==> src/rtl/sram_param_train.sv <==
`default_nettype none
// ============================================================================
// Module   : sram_param_train
// Brief    : Parametrised single-port synchronous SRAM with a registered read
//            and valid strobe, boot-mode write lock, out-of-range detection,
//            and a self-running training sequencer (pattern fill + check).
// Revision : 1.0 - initial release
// ============================================================================
module sram_param_train #(
    parameter int               WIDTH     = 8,
    parameter int               DEPTH     = 16,
    parameter int               ADDR      = 16,
    parameter logic [WIDTH-1:0] TRAIN_PAT = WIDTH'(8'hA5)
) (
    input  logic             clk,
    input  logic             rst,
    input  logic             wren,
    input  logic             rden,
    input  logic             boot_mode,
    input  logic             train_mode,
    input  logic [WIDTH-1:0] data_in,
    input  logic [ADDR-1:0]  addr,
    output logic [WIDTH-1:0] data_out,
    output logic             rd_valid,
    output logic             acc_err,
    output logic             train_busy,
    output logic             train_done,
    output logic             train_pass
);

    // Counter/index width and the last valid word index.
    localparam int              c_CW   = $clog2(DEPTH);
    localparam logic [c_CW-1:0] c_LAST = c_CW'(DEPTH - 1);

    // DEPTH held one bit wider than the address so 2^ADDR == DEPTH still compares correctly.
    localparam int              c_AXW     = ADDR + 1;
    localparam logic [ADDR:0]   c_DEPTH_X = c_AXW'(DEPTH);

    // Training sequencer states.
    localparam logic [2:0] c_S_IDLE = 3'd0;
    localparam logic [2:0] c_S_TWR  = 3'd1;
    localparam logic [2:0] c_S_TRD  = 3'd2;
    localparam logic [2:0] c_S_TCHK = 3'd3;
    localparam logic [2:0] c_S_DONE = 3'd4;

    logic [2:0]       r_state;
    logic [2:0]       w_state_nxt;
    logic [c_CW-1:0]  r_cnt;
    logic             r_fail;
    logic             r_pass;
    logic             r_chk_vld;
    logic [WIDTH-1:0] r_chk_exp;
    logic [WIDTH-1:0] r_trd_data;
    logic [WIDTH-1:0] r_mem [DEPTH];
    logic [WIDTH-1:0] r_dout;
    logic             r_rd_valid;
    logic             r_acc_err;

    logic             w_busy;
    logic             w_done;
    logic             w_in_range;
    logic [c_CW-1:0]  w_addr_idx;
    logic             w_fn_ok;
    logic             w_fn_wr;
    logic             w_fn_rd;
    logic             w_fn_err;
    logic             w_tr_wr;
    logic             w_tr_rd;
    logic [WIDTH-1:0] w_cnt_pat;
    logic             w_mismatch;
    logic             w_fail_nxt;
    logic             w_we;
    logic [c_CW-1:0]  w_waddr;
    logic [WIDTH-1:0] w_wdata;
    logic [c_CW-1:0]  w_raddr;
    logic [WIDTH-1:0] w_rdata;

    // Functional access is only honoured while the sequencer is parked in IDLE.
    assign w_in_range = ({1'b0, addr} < c_DEPTH_X);
    assign w_addr_idx = addr[c_CW-1:0];
    assign w_fn_ok    = (r_state == c_S_IDLE) && !train_mode;
    assign w_fn_wr    = w_fn_ok && wren && !boot_mode && w_in_range;
    assign w_fn_rd    = w_fn_ok && rden && w_in_range;
    assign w_fn_err   = w_fn_ok && (((wren || rden) && !w_in_range) || (wren && boot_mode));

    // Training steps only advance while train_mode is still held; dropping it aborts.
    assign w_tr_wr    = (r_state == c_S_TWR) && train_mode;
    assign w_tr_rd    = (r_state == c_S_TRD) && train_mode;
    assign w_cnt_pat  = TRAIN_PAT ^ WIDTH'(r_cnt);

    // Read-back compare runs one cycle behind the read issue.
    assign w_mismatch = r_chk_vld && (r_trd_data != r_chk_exp);
    assign w_fail_nxt = r_fail || w_mismatch;

    // Single write port and single read port shared between sequencer and user.
    assign w_we    = !rst && (w_tr_wr || w_fn_wr);
    assign w_waddr = w_tr_wr ? r_cnt : w_addr_idx;
    assign w_wdata = w_tr_wr ? w_cnt_pat : data_in;
    assign w_raddr = w_tr_rd ? r_cnt : w_addr_idx;
    assign w_rdata = r_mem[w_raddr];

    // State register.
    always_ff @(posedge clk) begin
        if (rst) begin
            r_state <= c_S_IDLE;
        end else begin
            r_state <= w_state_nxt;
        end
    end

    // Next-state logic: any stage falls back to IDLE when train_mode drops.
    always_comb begin
        w_state_nxt = r_state;
        case (r_state)
            c_S_IDLE: if (train_mode) w_state_nxt = c_S_TWR;
            c_S_TWR: begin
                if (!train_mode)           w_state_nxt = c_S_IDLE;
                else if (r_cnt == c_LAST)  w_state_nxt = c_S_TRD;
            end
            c_S_TRD: begin
                if (!train_mode)           w_state_nxt = c_S_IDLE;
                else if (r_cnt == c_LAST)  w_state_nxt = c_S_TCHK;
            end
            c_S_TCHK: w_state_nxt = train_mode ? c_S_DONE : c_S_IDLE;
            c_S_DONE: if (!train_mode) w_state_nxt = c_S_IDLE;
            default:  w_state_nxt = c_S_IDLE;
        endcase
    end

    // Output decode of the sequencer state.
    always_comb begin
        w_busy = 1'b0;
        w_done = 1'b0;
        case (r_state)
            c_S_TWR, c_S_TRD, c_S_TCHK: w_busy = 1'b1;
            c_S_DONE:                   w_done = 1'b1;
            default: begin
                w_busy = 1'b0;
                w_done = 1'b0;
            end
        endcase
    end

    // Word counter: walks 0..DEPTH-1 in TWR and again in TRD, parked at 0 otherwise.
    always_ff @(posedge clk) begin
        if (rst) begin
            r_cnt <= '0;
        end else if (w_tr_wr || w_tr_rd) begin
            r_cnt <= (r_cnt == c_LAST) ? '0 : r_cnt + c_CW'(1);
        end else begin
            r_cnt <= '0;
        end
    end

    // Read-back pipeline and sticky fail flag, cleared whenever the sequencer idles.
    always_ff @(posedge clk) begin
        if (rst) begin
            r_chk_vld  <= 1'b0;
            r_chk_exp  <= '0;
            r_trd_data <= '0;
            r_fail     <= 1'b0;
        end else begin
            r_chk_vld  <= w_tr_rd;
            r_chk_exp  <= w_cnt_pat;
            r_trd_data <= w_rdata;
            r_fail     <= (r_state == c_S_IDLE) ? 1'b0 : w_fail_nxt;
        end
    end

    // Pass flag: captured on the final compare, held through DONE, cleared elsewhere.
    always_ff @(posedge clk) begin
        if (rst) begin
            r_pass <= 1'b0;
        end else if ((r_state == c_S_TCHK) && train_mode) begin
            r_pass <= ~w_fail_nxt;
        end else if ((r_state == c_S_DONE) && train_mode) begin
            r_pass <= r_pass;
        end else begin
            r_pass <= 1'b0;
        end
    end

    // Functional read data, valid strobe and access-error strobe.
    always_ff @(posedge clk) begin
        if (rst) begin
            r_dout     <= '0;
            r_rd_valid <= 1'b0;
            r_acc_err  <= 1'b0;
        end else begin
            r_rd_valid <= w_fn_rd;
            r_acc_err  <= w_fn_err;
            if (w_fn_rd) begin
                r_dout <= w_rdata;
            end
        end
    end

    // Storage array; contents survive reset.
    always_ff @(posedge clk) begin
        if (w_we) begin
            r_mem[w_waddr] <= w_wdata;
        end
    end

    assign data_out   = r_dout;
    assign rd_valid   = r_rd_valid;
    assign acc_err    = r_acc_err;
    assign train_busy = w_busy;
    assign train_done = w_done;
    assign train_pass = r_pass;

endmodule
`default_nettype wire

==> config.mk <==
export PLATFORM = sky130hd
export DESIGN_NAME = sram_param_train
export DESIGN_NICKNAME = d
export VERILOG_FILES = /design/src/rtl/sram_param_train.sv
export SDC_FILE = /design/constraint.sdc
export NUM_CORES = 1
export LEC_CHECK = 0
export BUFFER_PORTS_ARGS = -buffer_cell sky130_fd_sc_hd__buf_2
export CORE_AREA = 2 2 108 188
export CTS_BUF_LIST = sky130_fd_sc_hd__clkbuf_16
export DETAILED_ROUTE_END_ITERATION = 10
export DIE_AREA = 0 0 110 190
export SYNTH_ARGS = -nofsm -noshare
export SYNTH_HDL_FRONTEND = slang
export SYNTH_SLANG_ARGS = --single-unit
==> constraint.sdc <==
create_clock -name clk -period 5.8 [get_ports clk]
set_clock_uncertainty 0.05 [all_clocks]
set_input_delay 0.58 -clock clk [delete_from_list [all_inputs] [get_ports clk]]
set_output_delay 0.58 -clock clk [all_outputs]
set_load 0.02 [all_outputs]
# Yosys cells after proc, flatten, opt, wreduce, memory -nomap -nowiden
# Memories as Yosys holds them, arrays and structs flattened.
# Index checks and enable logic that the tools add are counted.
[word_totals]
register_bits = 36
mem_bits_rw = 128
inputBits = 30
out_inout_bits = 13
word_cells = 74
memories = 1
[mem_list]
columns = ["memory", "words", "word_bits", "read_ports", "rd_ports_with_merged_regs", "wr", "line_no", "rtl"]
rows = [
  ["r_mem", 16, 8, 1, 0, 1, "54", "logic [WIDTH-1:0] r_mem [DEPTH];"],
]
[op_classes]
addsub = 1
n_lt_le_gt_ge = 1
n_eq_ne = 11
muxes = 17
bitwise = 3
reduce_logical = 29
[ops]
columns = ["operator", "count"]
rows = [
  ["3-bit two-way mux", 7],
  ["16-bit by 5-bit < comparator with 1-bit output, second input constant", 1],
  ["1-bit logical AND", 15],
  ["3-bit case mux with 5 select lines", 1],
  ["4-bit two-way mux", 2],
  ["8-bit two-way mux", 1],
  ["8-bit != test", 1],
  ["3-bit by 2-bit equality test with 1-bit output, second input constant", 2],
  ["1-bit two-way mux", 6],
  ["2-bit != test, second input constant", 3],
  ["3-bit by 2-bit != test with 1-bit output, second input constant", 2],
  ["3-bit OR reduction", 2],
  ["1-bit logical OR", 5],
  ["4-bit by 1-bit adder with 4-bit output, second input constant", 1],
  ["4-bit equality test, second input constant", 1],
  ["1-bit logical NOT", 4],
  ["2-bit NOT with 4-bit output", 1],
  ["4-bit AND reduction", 1],
  ["3-bit by 1-bit equality test with 1-bit output, second input constant", 1],
  ["3-bit equality test, second input constant", 1],
  ["3-bit logical NOT", 1],
  ["1-bit NOT", 2],
  ["2-bit OR reduction", 1],
]

# Depth between registers and ports, before layout
# Gate-level depths: netlist of the first run.
[depth]
ltp_word = 9
mapped_depth = 10
depth_no_buf = 6

# Worst setup path before layout of the first run
# Ideal clock, no wire load.
[synth_path]
path_kind = "input-to-reg"
startpoint = "input port addr[8]"
endpoint = "memory r_mem[8][0] (enable)"
setup_time_ps = 370
arrival_ps = 2318
required_ps = 5380
slack_ps = 3062
cell_stages = 6
n_path_buf = 0
cell_sequence = "or4_4 -> nor4_1 -> a31oi_1 -> nor3b_1 -> nand2_1 -> nor2_1"
[synth_between]
elab_chain_cells = 6
[synth_lines]
columns = ["element", "line_no", "rtl"]
rows = [
  ["start: declaration", "22", "input logic [ADDR-1:0] addr,"],
  ["16-bit by 5-bit < comparator with 1-bit output", "79", "assign w_in_range = ({1'b0, addr} < c_DEPTH_X);"],
  ["1-bit logical AND", "82", "assign w_fn_wr = w_fn_ok && wren && !boot_mode && w_in_range;"],
  ["1-bit logical OR", "96", "assign w_we = !rst && (w_tr_wr || w_fn_wr);"],
  ["1-bit logical AND", "96", ""],
  ["1-bit two-way mux", "200", "if (w_we) begin"],
  ["1-bit two-way mux (implied by the code)", "201", "r_mem[w_waddr] <= w_wdata;"],
  ["end: declaration", "54", ""],
]
# No other way between the ends.

# Final worst setup path of the first run
[layout_path]
startpoint = "register r_state[2]"
endpoint = "register r_dout[3], in the netlist data_out[3]"
[layout_between]
elab_chain_cells = 4
word_cells_on_any_way = 8
cone_classes = "eq/ne: 1; mux: 1; reduce/logical: 5; memory: 1"
[layout_lines]
columns = ["element", "line_no", "rtl"]
rows = [
  ["start: declaration", "46", "logic [2:0] r_state;"],
  ["start signal: assignment", "105", "r_state <= c_S_IDLE;"],
  ["start signal: assignment", "107", "r_state <= w_state_nxt;"],
  ["3-bit by 2-bit equality test with 1-bit output / 3-bit logical NOT (equally long branches)", "88, 81", ""],
  ["1-bit logical AND, on equally long branches", "88, 81", ""],
  ["4-bit two-way mux / 1-bit logical AND (equally long branches)", "99, 83", ""],
  ["memory read 16 x 8 bit / 1-bit logical AND (equally long branches)", "--", ""],
  ["end signal: assignment", "193", "r_dout <= w_rdata;"],
  ["end: declaration", "55", "logic [WIDTH-1:0] r_dout;"],
]
# Parallel ways exist; a longest one is shown, timed or not.
# A chain may end at the register's enable or synchronous reset.

==> flow_summary_export.csv, run 1 <==
group,metric,value,unit
worst_setup_path,r2r-start,"r_state[2]$_SDFFE_PP0P_",
logic_synthesis,ys_seq_area_share,69.43,%
power_and_ir_drop,total_power,2.459,mW
die,die_w,110,µm
routing,wire_per_inst,20.39,µm
flow_run,cap_violations,0,
worst_setup_path,worstRegToRegCells,7,
power_and_ir_drop,power_frac_seq,51.6,%
routing,drtPass1Iterations,5,
logic_synthesis,synth.net_count,483,
routing,viasPerCell,5.134,
grt,grt_pass1_wl,22.80,mm
worst_setup_path,crit_path_start,"r_state[2]$_SDFFE_PP0P_",
clocking,postCtsSetupBuffers,0,
logic_synthesis,yosysWarnings,0,
placed_design,pre_cts_ws,1.792,ns
power_and_ir_drop,p_sw,0.5670,mW
worst_setup_path,crit_path_end_kind,"flop",
placed_design,dp_cells,727,
clocking,post_cts_resized,0,
sta,rsz0062_at_grt,"no",
clocking,ctsHoldBuffers,0,
min_path,hp-class,"in2reg",
cells_and_area,n_fill_cell,1826,
logic_synthesis,synth-edff-count,128,
power_and_ir_drop,ir_drop,0.2237,mV
logic_synthesis,ys.flop_type,"edfxtp_1",
grt,grt_max_degree,46,
sta,report.final.hold_viol_count,0,
sta,post-route-period-util,63.89,%
worst_setup_path,r2r_setup_slack,2.09,ns
placed_design,dp_hpwl,10.88,mm
routing,ant_nets,0,
power_and_ir_drop,power.share.clock,42.2,%
logic_synthesis,synth.avg_cell_area,14.35,µm²
run_status,status,"finished, final reports clean",
worst_setup_path,crit_path_end,"data_out[3]$_SDFFE_PP0P_",
cells_and_area,drive_above_1_share,17.70,%
logic_synthesis,ys_ff_latch,161,
die,core,0.01948,mm²
logic_synthesis,synthDistinctLibCells,41,
worst_setup_path,path_class,"reg2reg",
worst_setup_path,critPathArrivalTime,3.95,ns
power_and_ir_drop,power.internal,1.892,mW
routing,postRouteWirelength,15.48,mm
logic_synthesis,netlist_area,0.006487,mm²
worst_setup_path,worstPathMaxFanout,45,
grt,track_usage,15.41,%
sta,setup_viol,0,
sta,post-route-min-period,3.705,ns
worst_setup_path,r2r-end,"data_out[3]$_SDFFE_PP0P_",
die,pin_count,43,
die,die_h,190,µm
routing,vias,3897,
grt,overflow,0,
die,die-area,0.02090,mm²
power_and_ir_drop,power_leakage,2.700,nW
sta,slew_viol_final,0,
placed_design,gp_congestion,0.8252,
cells_and_area,syn_to_final_growth,16.24,%
clocking,cts_tree,"done",
cells_and_area,finalNetCount,532,
die,fp-row-count,68,
sta,worstMarginPinSlew,1.247,ns
clocking,cts.reportedPaths.clkPinSlew,0.06,ns
cells_and_area,multi_input_area,0.001864,mm²
placed_design,io_buffers,42,
logic_synthesis,synthCells,452,
clocking,cts.path.max_buffers,2,
grt,grt_pass1_vias,3905,
cells_and_area,regArea,0.004504,mm²
clocking,cts_root_buf,"clkbuf_16",
clocking,numCtsBuffers,17,
cells_and_area,instances_no_fill,759,
die,initial_core_util,33.30,%
logic_synthesis,ys_async_sr_fraction,0,%
sta,relSlewSlack,16.55,%
sta,tns,0,ns
clocking,worstSkewPairLatency,0.43,ns
routing,remaining_drc_errors,0,
worst_setup_path,cp-start-kind,"flop",
clocking,cts_max_level,4,
worst_setup_path,critical_path_required,6.05,ns
power_and_ir_drop,combPwrFrac,6.2,%
cells_and_area,n_antenna_cell,0,
power_and_ir_drop,p_sw_share,23.06,%
cells_and_area,final_util,38.70,%
sta,fmax,269.9,MHz
grt,antenna_found_initial,0,
power_and_ir_drop,p_per_area,326.1,mW/mm²
routing,drtIter0Drc,290,
clocking,cts_sinks,161,
sta,postLayoutSetupSlackWorst,2.095,ns
==> metal layers <==
metal  GRT usage, %  up-vias  wire length [µm]  part of all wire [%]
met5              0        -                 0                     0
met4          8.082        0               634                   4.1
met3          2.672       28               534                   3.5
met2          29.19       99              8764                    57
met1          15.39     1940              5542                    36
li1               -     1830                 -                     -
==> logic make-up (layout without fill, tap and decap cells) <==
family                   Yosys count  in the layout  share of synthesized area, %
AND/OR/NAND/NOR                  111            111                         8.640
buffers and inverters             28             90                         2.121
flip-flops                       161            161                         69.43
adder cells (fa/ha/maj)            1              1                        0.1928
multiplexers                      71             71                         10.99
XOR/XNOR                           6              6                        0.8100
AO/OA/AOI/OAI                     74             74                         7.811
==> placed cells by master, fill, tap and decap left out, drive strengths merged, types with 3 or more instances in the layout <==
cell type  netlist  layout
edfxtp         128     128
mux2i           69      69
buf             13      50
nor2            33      33
dfxtp           33      33
a22oi           32      32
nand2           32      32
clkbuf           7      18
inv              8      17
nand3           13      13
a21oi           12      12
a211oi          10      10
o211ai           8       8
a31oi            6       6
nor3             6       6
nand2b           5       5
o21ai            5       5
clkinv           0       5
and2             4       4
xnor2            4       4
or4              4       4
nor3b            3       3
==> flip-flops by register name, indices dropped and copies added (netlist names) <==
name / flops
r_state: 3
train_pass: 1
rd_valid: 1
r_mem: 128
r_trd_data: 8
r_cnt: 4
r_fail: 1
data_out: 8
r_chk_vld: 1
r_chk_exp: 5
acc_err: 1
==> metrics by stage <==
| step | instance area [µm²] | hold WS (ns) |
|---|---|---|
| floorplan | 6487 | 0.4233 |
| global placement | 6988 | 0.4067 |
| detailed placement | 6988 | 0.4123 |
| CTS | 7541 | 0.3843 |
| global route | 7541 | 0.4140 |
| finish | 7541 | 0.3901 |
==> cell usage after synthesis, drive strengths merged, types with 2 or more instances <==
cell type	instances	area (µm²)
a211oi	10	75.07
a21oi	12	60.06
a22oi	32	240.2
a31oi	6	37.54
and2	4	25.02
buf	13	81.32
clkbuf	7	26.28
dfxtp	33	660.6
edfxtp	128	3844
inv	8	30.03
mux2	2	22.52
mux2i	69	690.7
nand2	32	122.6
nand2b	5	31.28
nand3	13	65.06
nand3b	2	15.01
nor2	33	123.9
nor3	6	35.03
nor3b	3	22.52
nor4	2	27.53
o211ai	8	60.06
o21ai	5	25.02
or3	2	17.52
or4	4	37.53
xnor2	4	35.03
xor2	2	17.52
==> how the worst min path moves through the flow <==
stage | startpoint | endpoint | depth (start not counted)
after CTS | rden | acc_err$_SDFF_PP0_ | 3
after global routing | rden | acc_err$_SDFF_PP0_ | 3
final | rden | acc_err$_SDFF_PP0_ | 3
after detailed placement | train_pass$_SDFFE_PP0P_ | train_pass$_SDFFE_PP0P_ | 2
after floorplan | r_fail$_SDFF_PP0_ | r_fail$_SDFF_PP0_ | 2
after global placement | train_pass$_SDFFE_PP0P_ | train_pass$_SDFFE_PP0P_ | 2
==> worst max-delay path, stage by stage, from the launching register on <==
cell and delay [ns]:
dfxtp_1 0.40, nor4bb_2 0.93, mux2i_4 0.96, buf_12 0.37, mux2i_1 0.40, a22oi_1 0.12, nand2_1 0.20, o211ai_1 0.11
==> power by group through the flow <==
stage | clock network (mW) | logic, mW | registers [mW]
6_report | 1.04 | 0.153 | 1.27
5_1_grt | 1.10 | 0.166 | 1.27
4_1_cts | 1.05 | 0.155 | 1.27
3_5_place_dp | 0 | 0.154 | 1.29
3_3_place_gp | 0 | 0.152 | 1.29
2_1_floorplan | 0 | 0.0961 | 1.29
==> final cells by class <==
| class | count | share of cell area [%] |
|---|---|---|
| multi-input combinational | 263 | 24.72 |
| clock buffer | 18 | 5.973 |
| sequential | 161 | 59.73 |
| tap | 245 | 4.065 |
| clock inverter | 14 | 1.361 |
| inverter | 8 | 0.3982 |
| timing repair buffer | 50 | 3.750 |
Note: power is estimated with default switching activity, not from simulation.
==> run 2, diff against run 1 <==
Clock period 5.8 ns to 3.66 ns, I/O delays scaled along.
==> run 2 against run 1 <==
Critical path depth fell by 1. Clock power rose by 65%. Flip-flop and latch count did not move. Worst hold slack got worse by 0.22 ns. Wire length fell by 1.9%. Clock-buffer cell count fell by 1. Die area did not move.
==> flow_summary_export.csv, run 2 (same netlist as run 1, synthesis figures left out) <==
group,metric,value,unit
run_status,status,"finished, final reports clean",
die,initial_core_util,33.30,%
die,fp-row-count,68,
worst_setup_path,critPathArrivalTime,3.21,ns
grt,track_usage,15.15,%
worst_setup_path,r2r_setup_slack,0.46,ns
routing,postRouteWirelength,15.18,mm
sta,worstMarginPinSlew,1.196,ns
min_path,hp-class,"in2reg",
grt,grt_pass1_wl,22.76,mm
die,die_h,190,µm
clocking,post_cts_resized,0,
routing,drtIter0Drc,210,
grt,grt_use_met1,15.14,%
die,die_w,110,µm
routing,drtPass1Iterations,4,
placed_design,dp_hpwl,10.92,mm
sta,post-route-period-util,87.50,%
worst_setup_path,worstPathMaxFanout,10,
routing,vias,3838,
sta,fmax,312.3,MHz
clocking,numCtsBuffers,17,
worst_setup_path,crit_path_end_kind,"flop",
sta,report.final.hold_viol_count,0,
worst_setup_path,path_class,"reg2reg",
power_and_ir_drop,power_leakage,2.727,nW
placed_design,gp_congestion,0.7943,
flow_run,cap_violations,0,
routing,viasPerCell,5.024,
sta,relSlewSlack,19.97,%
grt,grt_use_met3,2.604,%
worst_setup_path,crit_path_start,"r_state[2]$_SDFFE_PP0P_",
sta,setup_viol,0,
routing,wire_per_inst,19.87,µm
sta,hold_ws,0.1728,ns
clocking,cts_tree,"done",
worst_setup_path,r2r-end,"r_mem[11][6]$_DFFE_PP_",
clocking,cts_sinks,161,
sta,tns,0,ns
clocking,cts.reportedPaths.clkPinSlew,0.07,ns
sta,slew_viol_final,0,
worst_setup_path,cp-start-kind,"flop",
die,pin_count,43,
cells_and_area,top_register,"r_mem",
cells_and_area,layout_commonest_cell,"edfxtp_1",
routing,ant_nets,0,
grt,grt_max_degree,65,
sta,post-route-min-period,3.203,ns
cells_and_area,final_cell_mix,"edfxtp_1 (128), mux2i_1 (68), buf_2 (42), nor2_1 (33), dfxtp_1 (33)",
worst_setup_path,critical_path_required,3.67,ns
power_and_ir_drop,p_per_area,522.5,mW/mm²
clocking,cts_max_level,4,
grt,antenna_found_initial,0,
cells_and_area,syn_to_final_growth,17.32,%
grt,grtUsageMet2,29.57,%
sta,rsz0062_at_grt,"no",
placed_design,place_area,0.007025,mm²
grt,overflow,0,
die,die-area,0.02090,mm²
clocking,postCtsSetupBuffers,0,
worst_setup_path,crit_path_end,"r_mem[11][6]$_DFFE_PP_",
clocking,cts_root_buf,"clkbuf_16",
cells_and_area,largest_reg_flops,128,
clocking,ctsHoldBuffers,0,
placed_design,io_buffers,42,
cells_and_area,final_util,39.06,%
clocking,worstSkewPairLatency,0.43,ns
cells_and_area,drive_above_1_share,18.69,%
cells_and_area,fin_area,0.007611,mm²
cells_and_area,finalNetCount,537,
worst_setup_path,r2r-start,"r_state[2]$_SDFFE_PP0P_",
grt,gr-max-usage-layer,"met2",
die,core,0.01948,mm²
power_and_ir_drop,ir_drop,0.3285,mV
cells_and_area,n_antenna_cell,0,
cells_and_area,instances_no_fill,764,
clocking,cts.path.max_buffers,2,
placed_design,dp_cells,732,
worst_setup_path,worstRegToRegCells,6,
grt,grt_pass1_vias,3925,
routing,remaining_drc_errors,0,
## run 2: cell types whose count changed in the layout (fill, tap and decap cells not counted)
cell	change
clkinvlp_4	+1
clkinv_2	-2
inv_8	+5
clkbuf_16	-1
buf_4	+5
inv_4	-2
inv_2	-1
clkinv_8	+2
inv_1	-1
inv_6	-1
## run 2: layout make-up
type | instances | area (µm²)
Clock buffer | 17 | 425.4
Clock inverter | 15 | 160.2
Fill cell | 1760 | 11870
Inverter | 8 | 30.03
Multi-Input combinational cell | 263 | 1864
Sequential cell | 161 | 4504
Tap cell | 245 | 306.5
Timing Repair Buffer | 55 | 320.3
## run 2: metrics by stage
stage                     setup slack [ns]  power (mW)
after detailed placement            0.4060       2.297
after CTS                           0.3969       4.002
final                               0.4575       3.977
after global routing                0.1851       4.090
after floorplan                      1.045       2.197
after global placement              0.4700       2.293
## run 2: routing by layer
layer,wire (µm),part of all wire (%)
met1,5397,36
met2,8838,58
met3,506,3.3
met4,437,2.9
met5,0,0
## run 2: worst min path at each step
stage / start / end / slack, ns / cells after the start
after detailed placement: data_out[5]$_SDFFE_PP0P_ / data_out[5]$_SDFFE_PP0P_ / 0.43 / 2
after CTS: rden / acc_err$_SDFF_PP0_ / 0.17 / 3
after global routing: rden / acc_err$_SDFF_PP0_ / 0.18 / 3
after global placement: data_out[4]$_SDFFE_PP0P_ / data_out[4]$_SDFFE_PP0P_ / 0.43 / 2
after floorplan: rst / rd_valid$_SDFF_PP0_ / 0.40 / 1
final: rden / acc_err$_SDFF_PP0_ / 0.17 / 3
## run 2: power breakdown
part	internal, mW	switching, mW	total [mW]	leakage [nW]
Sequential	2.00	0.00995	2.01	1.42
Combinational	0.0831	0.163	0.247	1.02
Clock	0.915	0.807	1.72	0.286
Total	3.00	0.981	3.98	2.73
## run 2: worst max-delay path: stages, from the launching register on
cell     delay, ns
dfxtp_1       0.41
or4_4         0.61
nor4_1        0.44
a31oi_1       0.23
nor3b_1       0.35
nand2_1       0.17
nor2_1        0.56
==> run 3, diff against run 2 <==
Settings changed: CELL_PAD_IN_SITES_DETAIL_PLACEMENT set to 0, CELL_PAD_IN_SITES_GLOBAL_PLACEMENT set to 2, PLACE_DENSITY_LB_ADDON set to 0.1.
==> run 3 against run 2 <==
Clock-buffer cell count is the same. Sequential share of layout area shrank 0.43 points. Combinational power grew 5%. Clock power is essentially flat. Design area grew 0.74%. Sequential power is essentially flat. Maximum frequency shrank 4.4%.
==> flow_summary_export.csv, run 3 (same netlist as run 1, synthesis figures left out) <==
group,metric,value,unit
clocking,worstSkewPairLatency,0.42,ns
cells_and_area,drive_above_1_share,20.38,%
power_and_ir_drop,power_leakage,2.760,nW
run_status,status,"finished, final reports clean",
flow_run,cap_violations,0,
worst_setup_path,path_class,"reg2reg",
cells_and_area,syn_to_final_growth,18.19,%
grt,track_usage,17.16,%
grt,overflow,0,
worst_setup_path,worstPathMaxFanout,10,
cells_and_area,instances_no_fill,770,
power_and_ir_drop,power.share.clock,43.5,%
clocking,ctsHoldBuffers,0,
sta,post-route-min-period,3.350,ns
worst_setup_path,cp-start-kind,"flop",
sta,slew_viol_final,0,
sta,setup_viol,0,
routing,wire_per_inst,22.07,µm
clocking,cts_sinks,161,
cells_and_area,final_cell_mix,"edfxtp_1 (128), mux2i_1 (67), buf_2 (42), nor2_1 (33), dfxtp_1 (33)",
power_and_ir_drop,p_per_area,524.2,mW/mm²
sta,worstMarginPinSlew,0.8835,ns
routing,ant_nets,0,
routing,viasPerCell,4.987,
clocking,cts_root_buf,"clkbuf_16",
grt,grt_pass1_vias,3974,
die,pin_count,43,
worst_setup_path,critical_path_required,3.66,ns
worst_setup_path,crit_path_end_kind,"flop",
power_and_ir_drop,p_sw_share,22.96,%
clocking,cts.path.max_buffers,2,
clocking,numCtsBuffers,17,
grt,antenna_found_initial,0,
power_and_ir_drop,p_sw,0.9227,mW
placed_design,io_buffers,42,
routing,vias,3840,
power_and_ir_drop,power.internal,3.097,mW
cells_and_area,n_antenna_cell,0,
routing,remaining_drc_errors,0,
sta,report.final.hold_viol_count,0,
power_and_ir_drop,power_frac_seq,50.0,%
die,die_w,110,µm
routing,drtPass1Iterations,4,
clocking,cts.reportedPaths.clkPinSlew,0.07,ns
die,fp-row-count,68,
placed_design,place_area,0.007086,mm²
grt,grt_pass1_wl,24.72,mm
cells_and_area,fin_area,0.007667,mm²
cells_and_area,largest_reg_flops,128,
clocking,post_cts_resized,0,
clocking,cts_tree,"done",
routing,drtIter0Drc,183,
cells_and_area,layout_commonest_cell,"edfxtp_1",
die,die-area,0.02090,mm²
min_path,hp-class,"in2reg",
sta,fmax,298.5,MHz
worst_setup_path,r2r_setup_slack,0.31,ns
sta,post-route-period-util,91.54,%
power_and_ir_drop,ir_drop,0.2127,mV
die,die_h,190,µm
cells_and_area,top_register,"r_mem",
clocking,postCtsSetupBuffers,0,
grt,grt_max_degree,34,
power_and_ir_drop,combPwrFrac,6.5,%
placed_design,dp_hpwl,12.53,mm
clocking,cts_max_level,4,
worst_setup_path,critPathArrivalTime,3.35,ns
die,initial_core_util,33.30,%
routing,postRouteWirelength,16.99,mm
placed_design,gp_congestion,0.7389,
sta,tns,0,ns
placed_design,dp_cells,738,
die,core,0.01948,mm²
power_and_ir_drop,total_power,4.019,mW
cells_and_area,finalNetCount,543,
sta,rsz0062_at_grt,"no",
sta,relSlewSlack,41.10,%
-- run 3: changes by cell type in the layout (fill, tap and decap cells not counted), sizes merged --
cell / previous run / this run
inv: 17 / 13
clkinvlp: 1 / 3
buf: 55 / 61
bufinv: 0 / 2
-- run 3: power by group through the flow --
stage	Sequential, mW	Combinational, mW	Clock [mW]
after floorplan	2.04	0.152	0
after global placement	2.05	0.264	0
after detailed placement	2.05	0.266	0
after CTS	2.01	0.266	1.79
after global routing	2.01	0.283	1.85
final	2.01	0.260	1.75
-- run 3: worst paths after layout --
| check | from | endpoint | cells after the start |
|---|---|---|---|
| max | r_state[2]$_SDFFE_PP0P_ | r_mem[3][3]$_DFFE_PP_ | 6 |
| min | rden | acc_err$_SDFF_PP0_ | 3 |
| min reg2reg | train_pass$_SDFFE_PP0P_ | train_pass$_SDFFE_PP0P_ | 2 |
| max reg2reg | r_state[2]$_SDFFE_PP0P_ | r_mem[3][3]$_DFFE_PP_ | 6 |
-- run 3: metal layers --
metal  routed length, µm  vias up  global-route usage (%)
li1                    -     1849                       -
met1                6208     1888                   17.69
met2                9779       85                   32.56
met3                 509       18                   3.049
met4                 497        0                   7.546
met5                   0        -                       0
-- run 3: worst max-delay path, stage by stage, from the launching register on --
cell	delay, ns
dfxtp_1	0.40
or4_4	0.62
nor4_1	0.38
a31oi_1	0.24
nor3b_1	0.45
nand2_1	0.22
nor2_1	0.60
-- run 3: layout make-up --
type                    count  area [µm²]
repair buffers             61       365.4
multi-input cells         263        1879
clock buffers              17       425.4
well taps                 245       306.5
flip-flops and latches    161        4504
fillers                  1825       11820
inverters                   8       30.03
clock inverters            15       156.4
-- run 3: per-stage QoR --
step	util (%)	hold WS [ns]	worst slack (ns)
6_report	39.35	0.1682	0.3096
5_1_grt	39.35	0.1704	0.06377
4_1_cts	39.35	0.1498	0.2313
3_5_place_dp	36.37	0.4157	0.2432
3_3_place_gp	36.37	0.4117	0.2685
2_1_floorplan	-	0.3970	1.045
